--- src/rtl/pid_step_sequencer.sv ---
`default_nettype none
// +--------------------------------------------------------------------------+
// | pid_step_sequencer                                                       |
// | One PID step per sample period: sensor read, history shift, three        |
// | coefficient products through one shared pipelined multiplier, quantized. |
// | Revision: 1.0                                                            |
// +--------------------------------------------------------------------------+
module pid_step_sequencer #(
  parameter int          SAMPLE_DIV  = 20000000,
  parameter int          TIMEOUT_CYC = 1000,
  parameter int          MULT_LAT    = 3,
  parameter logic [15:0] TEMP_INIT   = 16'h7183
) (
  input  logic        CLK,
  input  logic        rst,
  input  logic        enable,
  input  logic [23:0] pid_param,
  input  logic [15:0] target_temp,
  output logic        read_cmos_temp,
  input  logic        temp_valid,
  input  logic [15:0] temp_data,
  output logic [3:0]  du,
  output logic        du_valid,
  output logic [20:0] p_sum,
  output logic        busy,
  output logic        timeout_err,
  output logic        overrun_err,
  input  logic        err_clr
);

  localparam int CNT_W = (SAMPLE_DIV > 1) ? $clog2(SAMPLE_DIV) : 1;
  localparam int TO_W  = (TIMEOUT_CYC > 1) ? $clog2(TIMEOUT_CYC) : 1;
  localparam logic [CNT_W-1:0] c_cnt_max = CNT_W'(SAMPLE_DIV - 1);
  localparam logic [TO_W-1:0]  c_to_max  = TO_W'(TIMEOUT_CYC - 1);

  typedef enum logic [2:0] {
    S_IDLE = 3'd0,
    S_REQ  = 3'd1,
    S_WAIT = 3'd2,
    S_MUL  = 3'd3,
    S_ACC  = 3'd4,
    S_OUT  = 3'd5
  } state_t;

  state_t             r_state;
  logic [CNT_W-1:0]   r_cnt;
  logic [TO_W-1:0]    r_tcnt;
  logic [1:0]         r_mcnt;
  logic [15:0]        r_y0, r_y1, r_y2;
  logic [15:0]        r_target;
  logic [3:0]         r_coef_t, r_coef_ti, r_coef_td;
  logic signed [22:0] r_acc;

  logic signed [20:0] r_mp [MULT_LAT];
  logic [MULT_LAT-1:0] r_mv;
  logic [MULT_LAT-1:0] r_ml;

  logic               w_tick;
  logic               w_to_set;
  logic               w_ov_set;
  logic signed [18:0] w_a0_raw, w_a1_raw, w_a2_raw;
  logic [3:0]         w_coef;
  logic signed [16:0] w_opnd;
  logic signed [21:0] w_coef_x, w_opnd_x, w_prod;
  logic signed [20:0] w_pout;
  logic               w_pout_v, w_pout_last;
  logic signed [22:0] w_acc_next;
  logic signed [20:0] w_psat;
  logic [3:0]         w_du;
  logic               w_unused_bits;

  assign w_unused_bits = ^pid_param[23:12];

  function automatic logic signed [16:0] sat17(input logic signed [18:0] v);
    if (v[18:16] == 3'b000 || v[18:16] == 3'b111) return v[16:0];
    else if (v[18])                                return 17'h10000;
    else                                           return 17'h0FFFF;
  endfunction

  function automatic logic signed [20:0] sat21(input logic signed [22:0] v);
    if (v[22:20] == 3'b000 || v[22:20] == 3'b111) return v[20:0];
    else if (v[22])                                return 21'h100000;
    else                                           return 21'h0FFFFF;
  endfunction

  function automatic logic [3:0] quant(input logic signed [20:0] p);
    if (p > 21'sd512)        return 4'd3;
    else if (p > 21'sd256)   return 4'd2;
    else if (p > 21'sd0)     return 4'd1;
    else if (p == 21'sd0)    return 4'd0;
    else if (p > -21'sd256)  return 4'hF;
    else if (p > -21'sd512)  return 4'hE;
    else                     return 4'hD;
  endfunction

  // Sample timer
  assign w_tick = enable && (r_cnt == c_cnt_max);

  always_ff @(posedge CLK) begin
    if (rst)                  r_cnt <= '0;
    else if (!enable || w_tick) r_cnt <= '0;
    else                      r_cnt <= r_cnt + 1'b1;
  end

  // Operands: zero-extended sensor codes, differences formed at 19 bits
  always_comb begin
    w_a0_raw = $signed({3'b000, r_y0}) - $signed({3'b000, r_y1});
    w_a1_raw = $signed({3'b000, r_y0}) - $signed({3'b000, r_target});
    w_a2_raw = $signed({3'b000, r_y0}) + $signed({3'b000, r_y2})
             - $signed({2'b00, r_y1, 1'b0});
  end

  always_comb begin
    w_coef = r_coef_td;
    w_opnd = sat17(w_a2_raw);
    case (r_mcnt)
      2'd0: begin w_coef = r_coef_t;  w_opnd = sat17(w_a0_raw); end
      2'd1: begin w_coef = r_coef_ti; w_opnd = sat17(w_a1_raw); end
      default: ;
    endcase
  end

  assign w_coef_x = {18'd0, w_coef};
  assign w_opnd_x = {{5{w_opnd[16]}}, w_opnd};
  assign w_prod   = w_coef_x * w_opnd_x;

  // Shared multiplier pipeline; product emerges MULT_LAT cycles after issue
  always_ff @(posedge CLK) begin
    r_mp[0] <= w_prod[20:0];
    for (int i = 1; i < MULT_LAT; i++) r_mp[i] <= r_mp[i-1];
  end

  always_ff @(posedge CLK) begin
    if (rst) begin
      r_mv <= '0;
      r_ml <= '0;
    end else begin
      r_mv[0] <= (r_state == S_MUL);
      r_ml[0] <= (r_state == S_MUL) && (r_mcnt == 2'd2);
      for (int i = 1; i < MULT_LAT; i++) begin
        r_mv[i] <= r_mv[i-1];
        r_ml[i] <= r_ml[i-1];
      end
    end
  end

  assign w_pout      = r_mp[MULT_LAT-1];
  assign w_pout_v    = r_mv[MULT_LAT-1];
  assign w_pout_last = r_ml[MULT_LAT-1];
  assign w_acc_next  = r_acc + {{2{w_pout[20]}}, w_pout};
  assign w_psat      = sat21(w_acc_next);
  assign w_du        = quant(w_psat);

  assign w_to_set = (r_state == S_WAIT) && !temp_valid && (r_tcnt == c_to_max);
  assign w_ov_set = w_tick && (r_state != S_IDLE);

  always_ff @(posedge CLK) begin
    if (rst) begin
      r_state        <= S_IDLE;
      r_tcnt         <= '0;
      r_mcnt         <= '0;
      r_y0           <= TEMP_INIT;
      r_y1           <= TEMP_INIT;
      r_y2           <= TEMP_INIT;
      r_target       <= '0;
      r_coef_t       <= '0;
      r_coef_ti      <= '0;
      r_coef_td      <= '0;
      r_acc          <= '0;
      read_cmos_temp <= 1'b0;
      du             <= '0;
      du_valid       <= 1'b0;
      p_sum          <= '0;
      busy           <= 1'b0;
      timeout_err    <= 1'b0;
      overrun_err    <= 1'b0;
    end else begin
      read_cmos_temp <= 1'b0;
      du_valid       <= 1'b0;
      if (w_pout_v) r_acc <= w_acc_next;

      // A set event wins over a clear in the same cycle
      if (w_to_set)     timeout_err <= 1'b1;
      else if (err_clr) timeout_err <= 1'b0;
      if (w_ov_set)     overrun_err <= 1'b1;
      else if (err_clr) overrun_err <= 1'b0;

      case (r_state)
        S_IDLE: begin
          if (w_tick) begin
            r_state        <= S_REQ;
            read_cmos_temp <= 1'b1;
            busy           <= 1'b1;
          end
        end
        S_REQ: begin
          r_coef_t  <= pid_param[3:0];
          r_coef_td <= pid_param[7:4];
          r_coef_ti <= pid_param[11:8];
          r_target  <= target_temp;
          r_tcnt    <= '0;
          r_state   <= S_WAIT;
        end
        S_WAIT: begin
          if (temp_valid) begin
            r_y2    <= r_y1;
            r_y1    <= r_y0;
            r_y0    <= temp_data;
            r_acc   <= '0;
            r_mcnt  <= '0;
            r_state <= S_MUL;
          end else if (w_to_set) begin
            r_state <= S_IDLE;
            busy    <= 1'b0;
          end else begin
            r_tcnt <= r_tcnt + 1'b1;
          end
        end
        S_MUL: begin
          r_mcnt <= r_mcnt + 1'b1;
          if (r_mcnt == 2'd2) r_state <= S_ACC;
        end
        S_ACC: begin
          if (w_pout_v && w_pout_last) begin
            p_sum    <= w_psat;
            du       <= w_du;
            du_valid <= 1'b1;
            r_state  <= S_OUT;
          end
        end
        S_OUT: begin
          r_state <= S_IDLE;
          busy    <= 1'b0;
        end
        default: begin
          r_state <= S_IDLE;
          busy    <= 1'b0;
        end
      endcase
    end
  end

endmodule
`default_nettype wire

--- config.mk ---
export PLATFORM = sky130hd
export DESIGN_NAME = pid_step_sequencer
export DESIGN_NICKNAME = d
export VERILOG_FILES = /design/src/rtl/pid_step_sequencer.sv
export SDC_FILE = /design/constraint.sdc
export NUM_CORES = 1
export LEC_CHECK = 0
export CAP_MARGIN = 10
export CORE_MARGIN = 10
export CORE_UTILIZATION = 50
export DETAILED_ROUTE_END_ITERATION = 10
export PLACE_DENSITY = 0.75
export SKIP_CTS_REPAIR_TIMING = 1
export SYNTH_ARGS = -nofsm -noshare
export SYNTH_HDL_FRONTEND = slang
export SYNTH_SLANG_ARGS = --single-unit
--- constraint.sdc ---
create_clock -name CLK -period 10.59 [get_ports CLK]
set_clock_uncertainty 0.2 [all_clocks]
set_input_delay 2.118 -clock CLK [delete_from_list [all_inputs] [get_ports CLK]]
set_output_delay 2.118 -clock CLK [all_outputs]
set_load 0.02 [all_outputs]
# Word level (Yosys, flattened, before mapping)
# Memory sizes are Yosys's and may differ from the RTL's.
# Index checks and enable logic that the tools add are counted.
totals:
  output_inout_bits: 30
  ram_bits: 63
  n_memories: 1
  reg_bits: 175
  in_bits: 61
memory_table:
  columns: ["memory", "depth", "width", "read_ports", "rd_ports_with_merged_regs", "wr", "line_no", "rtl"]
  rows:
  - ["r_mp", 3, 21, 3, 0, 3, "54", "logic signed [20:0] r_mp [MULT_LAT];"]
classes:
  n_mul: 1
  magnitude_cmp: 5
  n_eq_ne: 20
  bitwise: 3
  n_mux: 39
  n_addsub: 8
  n_reduce_logical: 35
op_table:
  columns: ["cell", "n"]
  rows:
  - ["17-bit 2-to-1 mux", 6]
  - ["23-bit 2-to-1 mux", 3]
  - ["21-bit by 10-bit greater-than comparator with 1-bit output (second input constant)", 2]
  - ["21-bit 2-to-1 mux", 2]
  - ["17-bit case mux with 2 select lines", 1]
  - ["16-bit by 16-bit subtractor with 17-bit output", 2]
  - ["25-bit by 1-bit adder with 25-bit output (second input constant)", 1]
  - ["25-bit equality test (second input constant)", 1]
  - ["23-bit adder", 1]
  - ["21-bit by 1-bit greater-than comparator with 1-bit output (second input constant)", 1]
  - ["21-bit by 11-bit greater-than comparator with 1-bit output (second input constant)", 1]
  - ["21-bit by 9-bit greater-than comparator with 1-bit output (second input constant)", 1]
  - ["21-bit logical NOT", 1]
  - ["5-bit by 17-bit multiplier with 21-bit output", 1]
  - ["10-bit 2-to-1 mux", 2]
  - ["10-bit case mux with 2 select lines", 1]
  - ["17-bit by 17-bit subtractor with 18-bit output", 1]
  - ["16-bit by 16-bit adder with 17-bit output", 1]
  - ["4-bit 2-to-1 mux", 4]
  - ["3-bit equality test (second input constant)", 5]
  - ["3-bit logical NOT", 5]
  - ["3-bit 2-to-1 mux", 5]
  - ["3-bit case mux with 5 select lines", 1]
  - ["2-bit != test (second input constant)", 6]
  - ["other kinds (26)", 56]

# Longest topological paths before layout
# An unclocked memory read counts as a cell.
depth:
  ltp_word: 12
  ltp_mapped: 34

# Worst setup path before layout
# No wires, ideal clock.
synth_timing:
  path_kind: "reg2reg"
  startpoint: "reg r_y0[2]"
  endpoint: "mem r_mp[0][20]"
  arrival_ps: 7727
  setup_slack_ps: 2533
  period_less_slack_ps: 8057
  stages_incl_launch_ff: 35
  path_buffers: 2
  required_time_ps: 10261
  path_cell_list: "dfxtp_1 -> inv_1 -> fa_1 -> inv_1 -> ha_1 -> nor2b_1 -> o21a_1 -> o21ai_0 -> a21boi_1 -> o311a_1 -> a311oi_1 -> or2_1 -> buf_2 -> mux2i_1 -> buf_2 -> a21oi_1 -> a221oi_1 -> nor2_1 -> ha_1 -> inv_1 -> fa_1 -> inv_1 -> fa_1 -> ha_1 -> a21o_1 -> a21oi_1 -> o21ai_0 -> o41ai_1 -> o21ai_1 -> nor4_1 -> o31ai_1 -> o21a_1 -> o21ai_0 -> nand2b_1 -> xnor3_1"
synth_rtl:
  columns: ["element", "line_no", "rtl"]
  rows:
  - ["start: declaration", "49", "logic [15:0] r_y0, r_y1, r_y2;"]
  - ["start signal: assignment", "208", "r_y0 <= temp_data;"]
  - ["end: declaration", "54", null]

==> run summary <==
run status: finished clean
count of flip-flops with a built-in enable after synthesis: 0
Fin. Hold Viols: 0
number of instances in the synthesized netlist: 1734
Port Buf Inserts: 78
largest incremental delay on the critical path: 0.56 ns
Place WS: 1.79 ns
Final Max Tran Viols: 0
cell family with the largest share of critical-path delay: compound AO/OA/AOI/OAI gates
post-DR vias/cell: 5.45
initial DRC count: 826
area of all placed cells without fillers: 0.0164 mm²
class of the most critical hold timing path: reg -> reg
synth-to-layout area growth: 14.1%
I/O pin total: 91
total of flip-flops plus latches after synthesis: 237
CTS clock-pin slew for the worst setup and hold paths: 0.07 ns
number of nets produced by synthesis: 1962
setup-violating endpoint count in the final report: 0
remaining global-route overflow: 0
Startpoint Class: flop
total of fill cells in the finished design: 2550
Floorplan Core Area: 0.0285 mm²
total clock buffers created by CTS: 26
area of the multi-input gates: 0.00876 mm²
NumNets Final: 2013
Seq. cell area: 0.00474 mm²
hpwl dp: 24200 µm
RSZ-0062 raised after global routing: no
Netlist cell types: 73
highest fanout seen on the critical path: 15
wire length of the first global-routing pass: 55500 µm
post-DR wirelength/cell: 14.7 µm
worst hold-check slack: 0.126 ns
die area: 0.0360 mm²
Cell Area, Placed: 0.0155 mm²
minimum period implied by the final worst setup slack: 8.88 ns
FMAX: 113 MHz
Worst Setup End Kind: flop
Hold Path Sink: r_mp[0][42]
Slowest-stage cell, CP: sky130_fd_sc_hd__o41ai_1
number of buffers and inverters on the critical path: 5
category of the most critical setup path: reg -> reg
minimum setup slack in the final design: 1.71 ns
standard-cell row count: 62
mean post-synth cell area: 8.30 µm²
Hold Path Stages: 0
required time at the worst-slack endpoint: 10.82 ns
capturing point of the worst reg2reg path: r_mp[0][20]
effective utilization at floorplan: 50.4%
clock tree from TritonCTS: built
vias in the first global route: 11900
dominant synthesized flop cell: sky130_fd_sc_hd__dfxtp_1
GPL Wtd Cong: 0.908
leakage: 6.82 nW
final WL: 32100 µm
overall die height: 190 µm
data arrival time of the worst path: 9.11 ns
sequential-to-total area share from yosys stat: 33.0%
setup TNS after final layout: 0 ns
remaining number of nets flagged by the antenna check after routing: 0
GR Util All Layers: 17.9%
Die Wd: 190 µm
count of synthesis-stage warnings from yosys: 0
post-detailed-route DRC marker count: 0
post-synthesis instance area: 0.0144 mm²
number of search-and-repair iterations in the first detailed-routing pass: 7
post-route clock period utilization: 83.9%
antenna violations before repair: 0
CTS Root Cell: sky130_fd_sc_hd__clkbuf_16
proportion of synthesized flip-flops having asynchronous set or reset: 0%
most numerous cell on the critical path: sky130_fd_sc_hd__inv_1
reg2reg setup slack: 1.71 ns
Slew @ Worst Pin: 1.21 ns
fraction of final layout cells sized beyond drive strength 1: 4.54%
headroom to the max-slew limit: 19.1%
pin count of the biggest net entering global routing: 70
startpoint of the worst register-to-register path: r_y0[2]
worst-case reg-to-reg path depth: 33
clock latency reported for the late side of the worst-skew pair: 0.56 ns
clock buffer depth: 3
critical hold path startpoint: r_mp[0][21]
number of antenna cells inserted: 0
clock net sink count: 237
maximum level of the CTS H-tree: 1
total of max-cap violations: 0
power density over cell area: 117 mW/mm²
worst supply voltage drop on vdd: 0.105 mV
via count of the routed design: 11900
layout by cell type, fill, tap and decap left out, types with 15 or more instances in the layout:
master                              n
sky130_fd_sc_hd__dfxtp_1          237
sky130_fd_sc_hd__nor2_1           204
sky130_fd_sc_hd__nand2_1          176
sky130_fd_sc_hd__inv_1            171
sky130_fd_sc_hd__a21oi_1          156
sky130_fd_sc_hd__ha_1             115
sky130_fd_sc_hd__clkdlybuf4s50_1   77
sky130_fd_sc_hd__xnor2_1           60
sky130_fd_sc_hd__fa_1              52
sky130_fd_sc_hd__o21ai_0           41
sky130_fd_sc_hd__nand3_1           41
sky130_fd_sc_hd__xor2_1            39
sky130_fd_sc_hd__nor3_1            36
sky130_fd_sc_hd__and2_1            35
sky130_fd_sc_hd__a21o_1            28
sky130_fd_sc_hd__a211o_1           27
sky130_fd_sc_hd__clkbuf_16         26
sky130_fd_sc_hd__o21a_1            16
sky130_fd_sc_hd__nand4_1           16
sky130_fd_sc_hd__mux2i_1           15
sequential cells by signal (all words and copies together) (netlist names), 4 cells and up:
name / flops
r_coef_td: 4
r_coef_ti: 4
r_coef_t: 4
r_y1: 16
r_mp: 63
r_tcnt: 10
r_y2: 16
p_sum: 21
r_acc: 23
r_target: 16
r_cnt: 25
r_y0: 16
report_power, final:
group          internal, mW  switching (mW)
combinational        0.0179          0.0158
clock                 0.593           0.407
sequential            0.892        0.000490
total                  1.50           0.423
kinds of logic after synthesis:
kind of cell	Yosys count	share of synthesized area [%]
DFF	237	33.0
xor gates and xnor gates	101	6.29
and+or+nand+nor	604	19.3
buffers and inverters	235	6.32
AOI/OAI and AO/OA	373	16.7
muxes	16	1.15
adders and majority gates	168	17.3
worst register-to-register path: cells and delay by family (launching register included):
| kind | cells | cell delay (ns) |
|---|---|---|
| fa+ha+maj | 6 | 2.54 |
| flops | 1 | 0.42 |
| compound gates | 15 | 3.70 |
| buf+inv | 5 | 0.47 |
| xor+xnor | 1 | 0.34 |
| simple gates | 5 | 0.85 |
| mux | 1 | 0.21 |
per-stage QoR:
step / cells / total power, mW / util, %
2_1_floorplan: 1734 / 0.924 / -
5_1_grt: 2189 / 1.98 / 57.6
6_report: 2189 / 1.93 / 57.6
4_1_cts: 2189 / 1.95 / 57.6
3_5_place_dp: 2141 / 0.946 / 54.2
3_3_place_gp: 2141 / 0.946 / 54.2
layer usage:
metal | global-route usage (%) | routed length (µm) | part of all wire, %
met1 | 23.1 | 14600 | 45
met2 | 29.7 | 14700 | 46
met3 | 2.93 | 1850 | 5.8
met4 | 5.86 | 920 | 2.9
met5 | 0 | 0 | 0
cell usage after synthesis, types with 15 or more instances:
library cell | count | share of area (%)
sky130_fd_sc_hd__mux2i_1 | 15 | 1.0
sky130_fd_sc_hd__nand2_1 | 176 | 4.6
sky130_fd_sc_hd__dfxtp_1 | 237 | 33
sky130_fd_sc_hd__nand3_1 | 41 | 1.4
sky130_fd_sc_hd__nand4_1 | 16 | 0.70
sky130_fd_sc_hd__nor2_1 | 204 | 5.3
sky130_fd_sc_hd__xnor2_1 | 60 | 3.6
sky130_fd_sc_hd__o21ai_0 | 41 | 1.4
sky130_fd_sc_hd__fa_1 | 52 | 7.2
sky130_fd_sc_hd__and2_1 | 35 | 1.5
sky130_fd_sc_hd__a21oi_1 | 156 | 5.4
sky130_fd_sc_hd__a21o_1 | 28 | 1.5
sky130_fd_sc_hd__xor2_1 | 39 | 2.4
sky130_fd_sc_hd__nor3_1 | 38 | 1.3
sky130_fd_sc_hd__o21a_1 | 16 | 0.83
sky130_fd_sc_hd__clkbuf_1 | 52 | 1.4
sky130_fd_sc_hd__inv_1 | 171 | 4.5
sky130_fd_sc_hd__a211o_1 | 27 | 1.6
sky130_fd_sc_hd__ha_1 | 115 | 10
cell type report:
class,count,share of cell area (%)
inverter,171,3.91
sequential,237,28.9
timing repair buffer,87,5.15
clock buffer,28,4.07
tap,384,2.92
clock inverter,20,1.80
multi-input combinational,1262,53.3
how the worst max path moves through the flow:
| stage | start | end | depth (start not counted) |
|---|---|---|---|
| 2_1_floorplan | r_y0[2] | r_mp[0][20] | 34 |
| 3_3_place_gp | r_y0[2] | r_mp[0][20] | 33 |
| 3_5_place_dp | r_y0[2] | r_mp[0][20] | 33 |
| 4_1_cts | r_y0[5] | r_mp[0][20] | 32 |
| 5_1_grt | r_y0[5] | r_mp[0][20] | 32 |
| 6_report | r_y0[2] | r_mp[0][20] | 33 |
(Power assumes the default switching activity.)
